[src/rtl/prm_scan_pkg.sv]
// prm_scan_pkg: shared types and constants for the prm_scan sweep sequencer.
// The state enum, index/word geometry and the word -> (sel1, sel2) mapping
// live here so the controller and any bench agree on them.
package prm_scan_pkg;

    localparam int IDX_W  = 14;
    localparam int WORDS  = 128;
    localparam int WORD_W = 7;
    localparam int DATA_W = 32;

    // Test index field layout as seen by the checker: {x, y, z}
    localparam int X_W = 4;
    localparam int Y_W = 5;
    localparam int Z_W = 5;

    typedef struct packed {
        logic [X_W-1:0] x;
        logic [Y_W-1:0] y;
        logic [Z_W-1:0] z;
    } idx_t;

    typedef enum logic [2:0] {
        IDLE    = 3'd0,
        CLEAR   = 3'd1,
        SETTLE  = 3'd2,
        SEL     = 3'd3,
        WAIT_RD = 3'd4,
        EMIT    = 3'd5,
        NEXT    = 3'd6
    } state_t;

    // Upper three word bits pick the result bank
    function automatic logic [2:0] bank_of(input logic [WORD_W-1:0] w);
        return w[6:4];
    endfunction

    // Lower four word bits pick the word inside the bank; the top nibble of
    // sel2 is unused by the accumulator and is held at zero
    function automatic logic [7:0] word_sel_of(input logic [WORD_W-1:0] w);
        return {4'b0000, w[3:0]};
    endfunction

endpackage

[src/rtl/prm_scan_rd_pipe.sv]
// prm_scan_rd_pipe: LAT-deep valid delay line. A one-cycle req marks the
// cycle in which sel1/sel2 first show a new word; stb fires LAT cycles later,
// when result_imp for that word is valid. LAT = 0 is a straight wire, for a
// bank whose read path is purely combinational.
module prm_scan_rd_pipe #(
    parameter int LAT = 1
) (
    input  logic CLK,
    input  logic RST_n,
    input  logic flush,
    input  logic req,
    output logic stb
);

    generate
        if (LAT == 0) begin : g_comb
            assign stb = req;
        end else begin : g_delay
            logic [LAT-1:0] sh_reg;

            // Shift the request through LAT stages; flush drops anything in
            // flight so an aborted read can never strobe a later sweep
            always_ff @(posedge CLK) begin
                if (!RST_n || flush) begin
                    sh_reg <= '0;
                end else begin
                    sh_reg[0] <= req;
                    for (int i = 1; i < LAT; i++) begin
                        sh_reg[i] <= sh_reg[i-1];
                    end
                end
            end

            assign stb = sh_reg[LAT-1];
        end
    endgenerate

endmodule

[src/rtl/prm_scan_ctrl.sv]
// prm_scan_ctrl: sweep sequencer for the edge-check result bank.
// For each index in [idx_first .. idx_last] (wrapping through 16383 -> 0) it
// clears the accumulator, waits SETTLE_CYC cycles, reads all 128 result words
// through sel1/sel2 and streams them on a valid/ready port tagged with index
// and word number. Every output is a register.
// Optional build macro: PRM_SCAN_SKIP_ZERO_EN -- when defined, captured words
// equal to zero are dropped from the stream (word 127 is always sent so the
// m_last beat still appears).
module prm_scan_ctrl
    import prm_scan_pkg::*;
#(
    parameter int SETTLE_CYC = 4,
    parameter int READ_LAT   = 1
) (
    input  logic              CLK,
    input  logic              RST_n,
    input  logic              start,
    input  logic              abort,
    input  logic [IDX_W-1:0]  idx_first,
    input  logic [IDX_W-1:0]  idx_last,
    output logic              busy,
    output logic              done,
    output logic [IDX_W-1:0]  slv_reg0,
    output logic              chk_clr_n,
    output logic [2:0]        sel1,
    output logic [7:0]        sel2,
    input  logic [DATA_W-1:0] result_imp,
    output logic [DATA_W-1:0] m_data,
    output logic [IDX_W-1:0]  m_idx,
    output logic [WORD_W-1:0] m_word,
    output logic              m_valid,
    input  logic              m_ready,
    output logic              m_last
);

`ifdef PRM_SCAN_SKIP_ZERO_EN
    localparam bit SKIP_ZERO = 1'b1;
`else
    localparam bit SKIP_ZERO = 1'b0;
`endif

    localparam logic [WORD_W-1:0] WORD_LAST  = WORD_W'(WORDS - 1);
    localparam logic [7:0]        SETTLE_END = 8'(SETTLE_CYC - 1);

    // Sequencer state
    state_t              state_reg;
    logic [IDX_W-1:0]    idx_reg;
    logic [IDX_W-1:0]    last_reg;
    logic [WORD_W-1:0]   w_reg;
    logic [7:0]          settle_cnt_reg;

    // Output registers
    logic                busy_reg;
    logic                done_reg;
    logic [IDX_W-1:0]    slv_reg0_reg;
    logic                chk_clr_n_reg;
    logic [2:0]          sel1_reg;
    logic [7:0]          sel2_reg;
    logic [DATA_W-1:0]   m_data_reg;
    logic [IDX_W-1:0]    m_idx_reg;
    logic [WORD_W-1:0]   m_word_reg;
    logic                m_valid_reg;
    logic                m_last_reg;

    // Decoded conditions
    logic                rd_req;
    logic                cap_stb;
    logic                pipe_flush;
    logic                is_last_idx;
    logic                is_last_word;
    logic                skip_word;
    logic [WORD_W-1:0]   w_inc;
    logic [IDX_W-1:0]    idx_inc;

    assign rd_req       = (state_reg == SEL);
    assign pipe_flush   = (state_reg == IDLE) || abort;
    assign is_last_idx  = (idx_reg == last_reg);
    assign is_last_word = (w_reg == WORD_LAST);
    assign skip_word    = SKIP_ZERO && (result_imp == '0) && !is_last_word;
    assign w_inc        = w_reg + WORD_W'(1);
    assign idx_inc      = idx_reg + IDX_W'(1);

    // Read-latency strobe: fires when result_imp belongs to the current sel
    prm_scan_rd_pipe #(
        .LAT   (READ_LAT)
    ) u_rd_pipe (
        .CLK   (CLK),
        .RST_n (RST_n),
        .flush (pipe_flush),
        .req   (rd_req),
        .stb   (cap_stb)
    );

    // Sweep FSM with all outputs registered; abort outranks every state
    always_ff @(posedge CLK) begin
        if (!RST_n) begin
            state_reg      <= IDLE;
            idx_reg        <= '0;
            last_reg       <= '0;
            w_reg          <= '0;
            settle_cnt_reg <= '0;
            busy_reg       <= 1'b0;
            done_reg       <= 1'b0;
            slv_reg0_reg   <= '0;
            chk_clr_n_reg  <= 1'b1;
            sel1_reg       <= '0;
            sel2_reg       <= '0;
            m_data_reg     <= '0;
            m_idx_reg      <= '0;
            m_word_reg     <= '0;
            m_valid_reg    <= 1'b0;
            m_last_reg     <= 1'b0;
        end else begin
            // done and the clear strobe are single-cycle unless re-armed below
            done_reg      <= 1'b0;
            chk_clr_n_reg <= 1'b1;

            if (abort && (state_reg != IDLE)) begin
                // Truncate the stream; index and select lines keep their values
                state_reg   <= IDLE;
                busy_reg    <= 1'b0;
                m_valid_reg <= 1'b0;
                m_last_reg  <= 1'b0;
            end else begin
                case (state_reg)
                    IDLE: begin
                        if (start && !abort) begin
                            idx_reg       <= idx_first;
                            last_reg      <= idx_last;
                            slv_reg0_reg  <= idx_first;
                            chk_clr_n_reg <= 1'b0;
                            busy_reg      <= 1'b1;
                            state_reg     <= CLEAR;
                        end
                    end

                    CLEAR: begin
                        // chk_clr_n is low for this one cycle only
                        w_reg          <= '0;
                        settle_cnt_reg <= '0;
                        state_reg      <= SETTLE;
                    end

                    SETTLE: begin
                        if (settle_cnt_reg == SETTLE_END) begin
                            sel1_reg  <= bank_of(w_reg);
                            sel2_reg  <= word_sel_of(w_reg);
                            state_reg <= SEL;
                        end else begin
                            settle_cnt_reg <= settle_cnt_reg + 8'd1;
                        end
                    end

                    // With READ_LAT = 0 the strobe fires in SEL itself, so both
                    // states share the capture path
                    SEL, WAIT_RD: begin
                        if (cap_stb) begin
                            if (skip_word) begin
                                w_reg     <= w_inc;
                                sel1_reg  <= bank_of(w_inc);
                                sel2_reg  <= word_sel_of(w_inc);
                                state_reg <= SEL;
                            end else begin
                                m_data_reg  <= result_imp;
                                m_idx_reg   <= idx_reg;
                                m_word_reg  <= w_reg;
                                m_last_reg  <= is_last_word && is_last_idx;
                                m_valid_reg <= 1'b1;
                                state_reg   <= EMIT;
                            end
                        end else begin
                            state_reg <= WAIT_RD;
                        end
                    end

                    EMIT: begin
                        if (m_ready) begin
                            m_valid_reg <= 1'b0;
                            m_last_reg  <= 1'b0;
                            if (is_last_word) begin
                                // Completion is flagged here so done lands the
                                // cycle right after the final handshake
                                if (is_last_idx) begin
                                    done_reg <= 1'b1;
                                    busy_reg <= 1'b0;
                                end
                                state_reg <= NEXT;
                            end else begin
                                w_reg     <= w_inc;
                                sel1_reg  <= bank_of(w_inc);
                                sel2_reg  <= word_sel_of(w_inc);
                                state_reg <= SEL;
                            end
                        end
                    end

                    NEXT: begin
                        if (is_last_idx) begin
                            state_reg <= IDLE;
                        end else begin
                            idx_reg       <= idx_inc;
                            slv_reg0_reg  <= idx_inc;
                            chk_clr_n_reg <= 1'b0;
                            state_reg     <= CLEAR;
                        end
                    end

                    default: begin
                        state_reg <= IDLE;
                        busy_reg  <= 1'b0;
                    end
                endcase
            end
        end
    end

    assign busy      = busy_reg;
    assign done      = done_reg;
    assign slv_reg0  = slv_reg0_reg;
    assign chk_clr_n = chk_clr_n_reg;
    assign sel1      = sel1_reg;
    assign sel2      = sel2_reg;
    assign m_data    = m_data_reg;
    assign m_idx     = m_idx_reg;
    assign m_word    = m_word_reg;
    assign m_valid   = m_valid_reg;
    assign m_last    = m_last_reg;

endmodule

[config.mk]
export PLATFORM = sky130hd
export DESIGN_NAME = prm_scan_ctrl
export DESIGN_NICKNAME = d
export VERILOG_FILES = /design/src/rtl/prm_scan_pkg.sv /design/src/rtl/prm_scan_rd_pipe.sv /design/src/rtl/prm_scan_ctrl.sv
export SDC_FILE = /design/constraint.sdc
export NUM_CORES = 1
export LEC_CHECK = 0
export BUFFER_PORTS_ARGS = -buffer_cell sky130_fd_sc_hd__buf_2
export CORE_UTILIZATION = 52
export DETAILED_ROUTE_END_ITERATION = 16
export PLACE_DENSITY = 0.8
export SLEW_MARGIN = 10
export SYNTH_ARGS = -nofsm -noshare
export SYNTH_HDL_FRONTEND = slang
export SYNTH_SLANG_ARGS = --single-unit
export TNS_END_PERCENT = 1
[constraint.sdc]
create_clock -name CLK -period 2.18 [get_ports CLK]
set_clock_uncertainty 0.1 [all_clocks]
set_input_delay 0.545 -clock CLK [delete_from_list [all_inputs] [get_ports CLK]]
set_output_delay 0.545 -clock CLK [all_outputs]
set_load 0.03 [all_outputs]
==> Word level (Yosys, flattened, before mapping) <==
Index checks and enable logic that the tools add are counted.
{ "op_classes": {"n_addsub": 3, "n_eq_ne": 18, "bitwise": 6, "n_mux": 36, "n_reduce_logical": 27} }
{ "op_table": {"columns": ["cell", "n"], "rows": [
  ["$mux W8", 4],
  ["$pmux W8 S2", 2],
  ["$mux W14", 2],
  ["$pmux W14 S2", 1],
  ["$mux W3", 7],
  ["$pmux W3 S6", 1],
  ["$reduce_and A3 Y1", 5],
  ["$add A14 B1 Y14 const B", 1],
  ["$eq A14 B14 Y1", 1],
  ["$mux W7", 2],
  ["$ne A2 B2 Y1 const B", 7],
  ["$pmux W7 S2", 1],
  ["$mux W1", 11],
  ["$reduce_and A5 Y1", 2],
  ["$reduce_bool A2 Y1", 5],
  ["$reduce_or A5 Y1", 2],
  ["$eq A3 B3 Y1 const B", 3],
  ["$add A8 B1 Y8 const B", 1],
  ["$eq A8 B2 Y1 const B", 1],
  ["$reduce_and A4 Y1", 2],
  ["$add A7 B1 Y7 const B", 1],
  ["$eq A7 B7 Y1 const B", 1],
  ["$eq A3 B2 Y1 const B", 2],
  ["$not A1 Y1", 6],
  ["other kinds (11)", 19]
]} }
{ "word_totals": {"reg_bits": 116, "wordCells": 106, "input_bits": 65} }

==> Longest topological paths before layout <==
Gate-level depths: netlist of run 1.
{ "depth": {"ltp_word": 5, "mapped_depth": 8} }

==> Hierarchy <==
From an unflattened synthesis of run 1, not the netlist that was laid out.
{ "unflattened": {"cells_unflattened": 640, "area_unflattened_um2": 5089.9} }
{ "modules_own_cells": {"columns": ["module", "seq_area_each_um2", "area_each_um2", "cells_per_inst", "n_inst"], "rows": [
  ["prm_scan_ctrl", 2222.1, 5061.1, 638, 1],
  ["prm_scan_rd_pipe", 20.0, 28.8, 2, 1]
]} }

==> Least setup slack after synthesis of run 1 <==
Ideal clock, no wire load.
{ "synth_path": {"kind": "register to register", "startpoint": "reg slv_reg0[11] (netlist name)", "endpoint": "reg slv_reg0_reg[10] (netlist: slv_reg0[10])", "arrival_time_ns": 1.834, "required_time_ns": 1.964, "path_stages_with_launch": 8, "setup_slack_ns": 0.130, "cell_sequence": "dfxtp_1 > buf_2 > xor2_1 > nor4_2 > a41o_1 > a21oi_2 > buf_6 > a31o_2"} }
{ "synth_rtl": {"columns": ["element", "line_no", "rtl"], "rows": [
  ["end signal, assigned", "prm_scan_ctrl.sv:130", "slv_reg0_reg <= idx_first;"],
  ["end signal, assigned", "prm_scan_ctrl.sv:202", "slv_reg0_reg <= idx_inc;"],
  ["end, declared", "prm_scan_ctrl.sv:55", "logic [IDX_W-1:0] slv_reg0_reg;"]
]} }

==> flow_summary.yaml, run 1 <==
floorplanning:
  floorplan.core_area_um2: 9370
  chipWidth_um: 101
  die_height_um: 101
  initial_core_util_pct: 54.5
  io-pin-count: 148
  fp.dieArea_um2: 10200
  floorplan.rows: 35
worst_hold_path:
  hp-class: "input port to flip-flop"
pwr:
  clock_power_share_pct: 29.8
  power.sequential.fraction_pct: 54.6
  netSwitchingFraction_pct: 29.3
  peakVddDrop_v: 0.000309
  cell_internal_pwr_w: 0.00276
  power.density_nw_per_um2: 623
  switching_power_w: 0.00115
  design_power_total_w: 0.00391
  leakagePower_nw: 2.66
  power.combinational.fraction_pct: 15.6
clock_network:
  clock_insertion_delay_worst_skew_ns: 0.37
  clockBufferDepth: 2
  clock_sinks: 112
  cts_buffers: 9
  cts.reportedPaths.clkPinSlew_ns: 0.11
  tritoncts: "done"
  cts.hold.buffers_added: 0
  cts.htree.levels: 3
  cts-root-buf: "sky130_fd_sc_hd__clkbuf_8"
status:
  status: "finished, final reports clean"
drt:
  drtAntennaViolNets: 0
  dr.pass1.iters: 5
  routed-via-count: 5124
  drtIter0Drc: 306
  drt-vias-per-instance: 5.58
  post-route-drc-count: 0
  route.detailed.wl_per_inst_um: 15.2
  route.final.wire_length_mm: 13.9
critical_path:
  setup.worst_path.start_class: "flip-flop"
  worst-endpoint-required_ns: 2.36
  end_kind: "flip-flop"
  worstPathMaxFanout: 12
  worst_ep_arrival_time_ns: 2.22
  criticalPathCategory: "flip-flop to flip-flop"
timing:
  period_share_pct: 93.9
  maxSlewHeadroom_pct: 65.5
  final-setup-viol-count: 0
  final.min_clock_period_ns: 2.05
  fmax_mhz: 488
  slew_viol_final: 0
  final-hold-violation-count: 0
  max_slew.worst_pin.slew_ns: 0.516
  grt_setup_unrepaired: "no"
  tns_ns: 0
logic_synthesis:
  ys_types: 61
  synth_compound_gate_area_share_pct: 20.2
  ys.warnings.count: 0
  yosys.area_share.simple_pct: 24.2
  ys_seq_elements: 112
  postSynth.topFlopCell: "sky130_fd_sc_hd__dfxtp_1"
  synthesis.area_um2: 5110
  synth_fa_ha_area_share_pct: 0.980
  synth-edff-count: 0
  synth.area.mux_share_pct: 0.588
  postSynth.asyncResetShare_pct: 0
  post_synthesis_area_per_instance_um2: 7.99
  synth_top_family_by_area: "simple AND/OR/NAND/NOR gates"
  synth-seq-area-share_pct: 43.9
  synth_xor_area_share_pct: 4.29
  synthCells: 639
final_layout:
  post_route_cells_drive_above_1_share_pct: 28.4
  area_overhead_vs_synth_pct: 22.9
  design.final.nets: 853
  diodes: 0
  flip_flop_count_of_the_largest_register_all_copies_and_words_added: 32
placement:
  buffer_ports.inserted: 143
  routabilityCongestion: 0.853
  hpwl_reported_at_the_end_of_detailed_placement_mm: 10.1
global_routing:
  grt_first_pass_wirelength_mm: 22.0
  grt_pass1_vias: 4728
  grt_max_degree: 43
  antenna_found_initial: 0
  grt_overflow_total: 0
  grt_use_total_pct: 27.4
job:
  max-cap-violations: 0
==> power by group through the flow <==
stage	Sequential, W	Clock [W]	Combinational (W)
global placement	0.00218	0	0.000562
finish	0.00214	0.00116	0.000609
floorplan	0.00221	0	0.000342
detailed placement	0.00218	0	0.000582
CTS	0.00214	0.00119	0.000584
global route	0.00214	0.00128	0.000662
==> cell usage in the layout, fill, tap and decap left out, drive strengths merged, types with 4 or more instances in the layout <==
master	n
nand4	5
o2111ai	4
and4	5
clkbuf	10
nor2	30
o21ai	11
xor2	22
nand2	182
and3	4
nand3	11
inv	9
dfxtp	112
a31o	7
nor3	8
buf	181
o31ai	8
a21oi	92
and2	6
or3	4
nand2b	5
a31oi	11
a211oi	9
ha	4
conb	4
==> area by class of cell <==
class                   instances  area, µm²
fillers                       813       3090
inverters                       6       22.5
repair buffers                181       1060
well taps                     129        161
flip-flops and latches        112       2240
clock inverters                 6       51.3
multi-input cells             474       2610
clock buffers                  10        128
==> synth_stat cells (all sizes together), types with 2 or more instances <==
master   number  share of area [%]
ha            4               0.98
and3          4               0.49
o32ai         3               0.51
nand2       182                 13
inv           6               0.44
a31o          7                1.2
or3           4               0.49
a211oi        9                1.4
nor3b         2               0.51
nor2         30                2.3
dfxtp       112                 44
nor3          8               0.78
and2          6               0.74
nand3        11                1.2
or3b          2               0.34
nand3b        3               0.44
o41ai         2               0.34
a21oi        92                9.2
clkbuf       17                1.2
o21ai        11                1.1
a31oi        11                1.3
nor2b         2               0.24
nor4          3               0.74
nand4         5               0.61
o2111ai       4               0.69
and4          5               0.86
a221oi        2               0.34
a41o          2               0.39
mux2i         3               0.59
a311oi        3               0.64
xor2         22                3.8
o31ai         8                1.3
nand2b        5               0.61
xnor2         3               0.51
buf          33                4.1
==> cells by family after synthesis <==
group | after synthesis
compound gates | 164
xor+xnor | 25
fa+ha+maj | 4
buf+inv | 56
flops | 112
mux | 3
other cells | 1
simple gates | 274
==> what timing repair did <==
action,in CTS,in global routing
setup buffers,0,0
resized for setup,0,4
setup endpoints to repair,0,18
==> final timing paths <==
kind | startpoint | end | slack (ns) | depth (start not counted)
setup / recovery | slv_reg0[10] | slv_reg0[0] | 0.13 | 6
hold / removal | result_imp[20] | m_data[20] | 0.29 | 3
setup reg to reg | slv_reg0[10] | slv_reg0[0] | 0.13 | 6
hold reg to reg | m_idx[8] | m_idx[8] | 0.36 | 2
==> metrics by stage <==
| stage | util (%) | setup WS [ns] | hold slack [ns] | cell area [µm²] | cells |
|---|---|---|---|---|---|
| after CTS | 66.7 | 0.0216 | 0.276 | 6250 | 918 |
| after floorplan | - | 0.130 | 0.348 | 5120 | 642 |
| after detailed placement | 64.8 | 0.0543 | 0.344 | 6080 | 902 |
| after global placement | 64.8 | 0.178 | 0.338 | 6080 | 902 |
| final | 67.0 | 0.133 | 0.289 | 6280 | 918 |
| after global routing | 67.0 | 0.0146 | 0.275 | 6280 | 918 |
==> critical path, cell delays in order (launching register included) <==
cell                       delay [ns]
sky130_fd_sc_hd__dfxtp_1         0.47
sky130_fd_sc_hd__xor2_1          0.14
sky130_fd_sc_hd__nor4_4          0.37
sky130_fd_sc_hd__a41o_1          0.31
sky130_fd_sc_hd__a21oi_2         0.08
sky130_fd_sc_hd__buf_4           0.20
sky130_fd_sc_hd__a311oi_1        0.29
==> metal layers <==
metal | GRT usage, % | wire length (µm) | vias to the layer above
met2 | 46.5 | 6910 | 215
met4 | 13.2 | 392 | 0
met5 | 0 | 0 | -
met1 | 33.3 | 5740 | 2384
li1 | - | - | 2485
met3 | 5.20 | 883 | 40
Note: power is estimated with default switching activity, not from simulation.
==> inputs of run 2 (changes only) <==
--- a/config.mk
+++ b/config.mk
@@ -6,6 +6,7 @@
 export NUM_CORES = 1
 export LEC_CHECK = 0
 export BUFFER_PORTS_ARGS = -buffer_cell sky130_fd_sc_hd__buf_2
+export CORE_ASPECT_RATIO = 0.5
 export CORE_UTILIZATION = 52
 export DETAILED_ROUTE_END_ITERATION = 16
 export PLACE_DENSITY = 0.8
==> run 2 against run 1 <==
Against the previous run: combinational power decreased by 2%; largest power group unchanged; first-iteration DRC count increased by 13%; sequential share of layout area decreased by 1.0 points; maximum frequency decreased by 2.8%; critical path depth unchanged; worst setup slack got worse by 0.059 ns; highest routed layer unchanged; clock power increased by 59%; wire length decreased by 1.7%; largest cell class unchanged; register-to-register slack got worse by 0.06 ns; clock-buffer cell count increased by 1; core utilization increased by 1.2 points.
==> flow_summary.yaml, run 2 (same netlist as run 1, synthesis figures left out) <==
critical_path:
  worst_path_largest_cell_delay_ns: 0.50
  criticalPathCategory: "flip-flop to flip-flop"
  worst_ep_arrival_time_ns: 2.26
  worstPathMaxFanout: 12
  r2r_cells: 6
  critPathSlowestCell: "sky130_fd_sc_hd__nor4_2"
  end_kind: "flip-flop"
  setup.worst_path.start_class: "flip-flop"
  crit_path_cells: "xor2_1, nor4_2, a41o_1, a21oi_2, buf_4, a311oi_1"
  worst-endpoint-required_ns: 2.33
clock_network:
  cts.htree.levels: 3
  clock_sinks: 112
  clock_insertion_delay_worst_skew_ns: 0.35
  cts-root-buf: "sky130_fd_sc_hd__clkbuf_16"
  tritoncts: "done"
  cts_buffers: 9
  cts.reportedPaths.clkPinSlew_ns: 0.07
  clockBufferDepth: 2
status:
  status: "finished, final reports clean"
final_layout:
  fill_cells: 780
  flip_flop_count_of_the_largest_register_all_copies_and_words_added: 32
  design.final.nets: 856
  final_cell_mix: "181 x sky130_fd_sc_hd__nand2_1, 143 x sky130_fd_sc_hd__buf_2, 112 x sky130_fd_sc_hd__dfxtp_1, 90 x sky130_fd_sc_hd__a21oi_1, 36 x sky130_fd_sc_hd__buf_4"
  final_core_util_pct: 68.2
  diodes: 0
  final_common_cell: "sky130_fd_sc_hd__nand2_1"
  area_overhead_vs_synth_pct: 26.5
  stdcell_area_um2: 6460
  post_route_cells_drive_above_1_share_pct: 28.8
timing:
  period_share_pct: 96.6
  grt_setup_unrepaired: "no"
  tns_ns: 0
  final.min_clock_period_ns: 2.11
  final-hold-violation-count: 0
  fmax_mhz: 475
  max_slew.worst_pin.slew_ns: 0.546
  final-setup-viol-count: 0
  maxSlewHeadroom_pct: 63.3
  slew_viol_final: 0
drt:
  routed-via-count: 5097
  dr.pass1.iters: 5
  drt-vias-per-instance: 5.50
  route.detailed.wl_per_inst_um: 14.8
  drtIter0Drc: 347
  drtAntennaViolNets: 0
  post-route-drc-count: 0
  route.final.wire_length_mm: 13.7
placement:
  cell_area_reported_after_detailed_placement_um2: 6110
  buffer_ports.inserted: 143
  hpwl_reported_at_the_end_of_detailed_placement_mm: 9.75
  routabilityCongestion: 0.915
pwr:
  cell_internal_pwr_w: 0.00341
  peakVddDrop_v: 0.000438
  switching_power_w: 0.00118
  power.sequential.fraction_pct: 46.8
  clock_power_share_pct: 40.2
  leakagePower_nw: 2.75
  power.combinational.fraction_pct: 13.0
  netSwitchingFraction_pct: 25.7
  power.density_nw_per_um2: 711
floorplanning:
  io-pin-count: 148
  floorplan.core_area_um2: 9480
  floorplan.rows: 25
  chipWidth_um: 142
  die_height_um: 72.1
  initial_core_util_pct: 53.9
  fp.dieArea_um2: 10200
worst_hold_path:
  hold_depth: 3
  hp-class: "input port to flip-flop"
job:
  max-cap-violations: 0
global_routing:
  grt_use_total_pct: 26.4
  grt_pass1_vias: 4532
  antenna_found_initial: 0
  grt_overflow_total: 0
  grt_max_degree: 54
  grt_first_pass_wirelength_mm: 21.2
[run 2: through the flow]
step | power (W) | std cells | worst slack (ns) | hold slack, ns
6_report | 0.00459 | 927 | 0.0736 | 0.324
5_1_grt | 0.00474 | 927 | 0.00401 | 0.330
4_1_cts | 0.00461 | 927 | 0.0352 | 0.318
3_5_place_dp | 0.00278 | 911 | 0.0615 | 0.344
3_3_place_gp | 0.00276 | 911 | 0.177 | 0.339
2_1_floorplan | 0.00255 | 642 | 0.130 | 0.348
[run 2: critical path, delay by kind of cell, from the launching register on]
family,cells,cell delay (ns)
buf+inv,1,0.19
simple gates,1,0.50
compound gates,3,0.69
xor+xnor,1,0.18
flops,1,0.36
[run 2: final timing paths]
path / from / endpoint / slack (ns)
max: slv_reg0[0] / slv_reg0[0] / 0.07
min reg2reg: m_idx[3] / m_idx[3] / 0.35
max reg2reg: slv_reg0[0] / slv_reg0[0] / 0.07
min: result_imp[10] / m_data[10] / 0.32
[run 2: repair_timing]
action / in CTS / in global routing
hold buffers: 0 / 0
setup buffers: 0 / 0
endpoints found under the hold margin: 0 / 0
gates resized for setup: 0 / 2
endpoints found under the setup margin: 0 / 9
[run 2: area by class of cell]
type	instances	area (µm²)	area share (%)
multi-input cells	474	2600	40.3
inverters	6	22.5	0.349
repair buffers	184	1090	16.8
flip-flops and latches	112	2240	34.7
clock buffers	11	253	3.91
well taps	135	169	2.61
clock inverters	5	86.3	1.34
[run 2: per-layer routing]
| layer | up-vias | wire (µm) | GRT usage (%) |
|---|---|---|---|
| li1 | 2503 | - | - |
| met1 | 2353 | 6100 | 33.6 |
| met2 | 211 | 6260 | 44.1 |
| met3 | 30 | 1030 | 6.01 |
| met4 | 0 | 293 | 10.0 |
| met5 | - | 0 | 0 |
[run 2: power groups by stage]
stage               Combinational (W)  Clock (W)  Sequential [W]
floorplan                    0.000342          0         0.00221
global placement             0.000571          0         0.00219
detailed placement           0.000583          0         0.00219
CTS                          0.000588    0.00188         0.00214
global route                 0.000642    0.00195         0.00215
finish                       0.000598    0.00185         0.00215
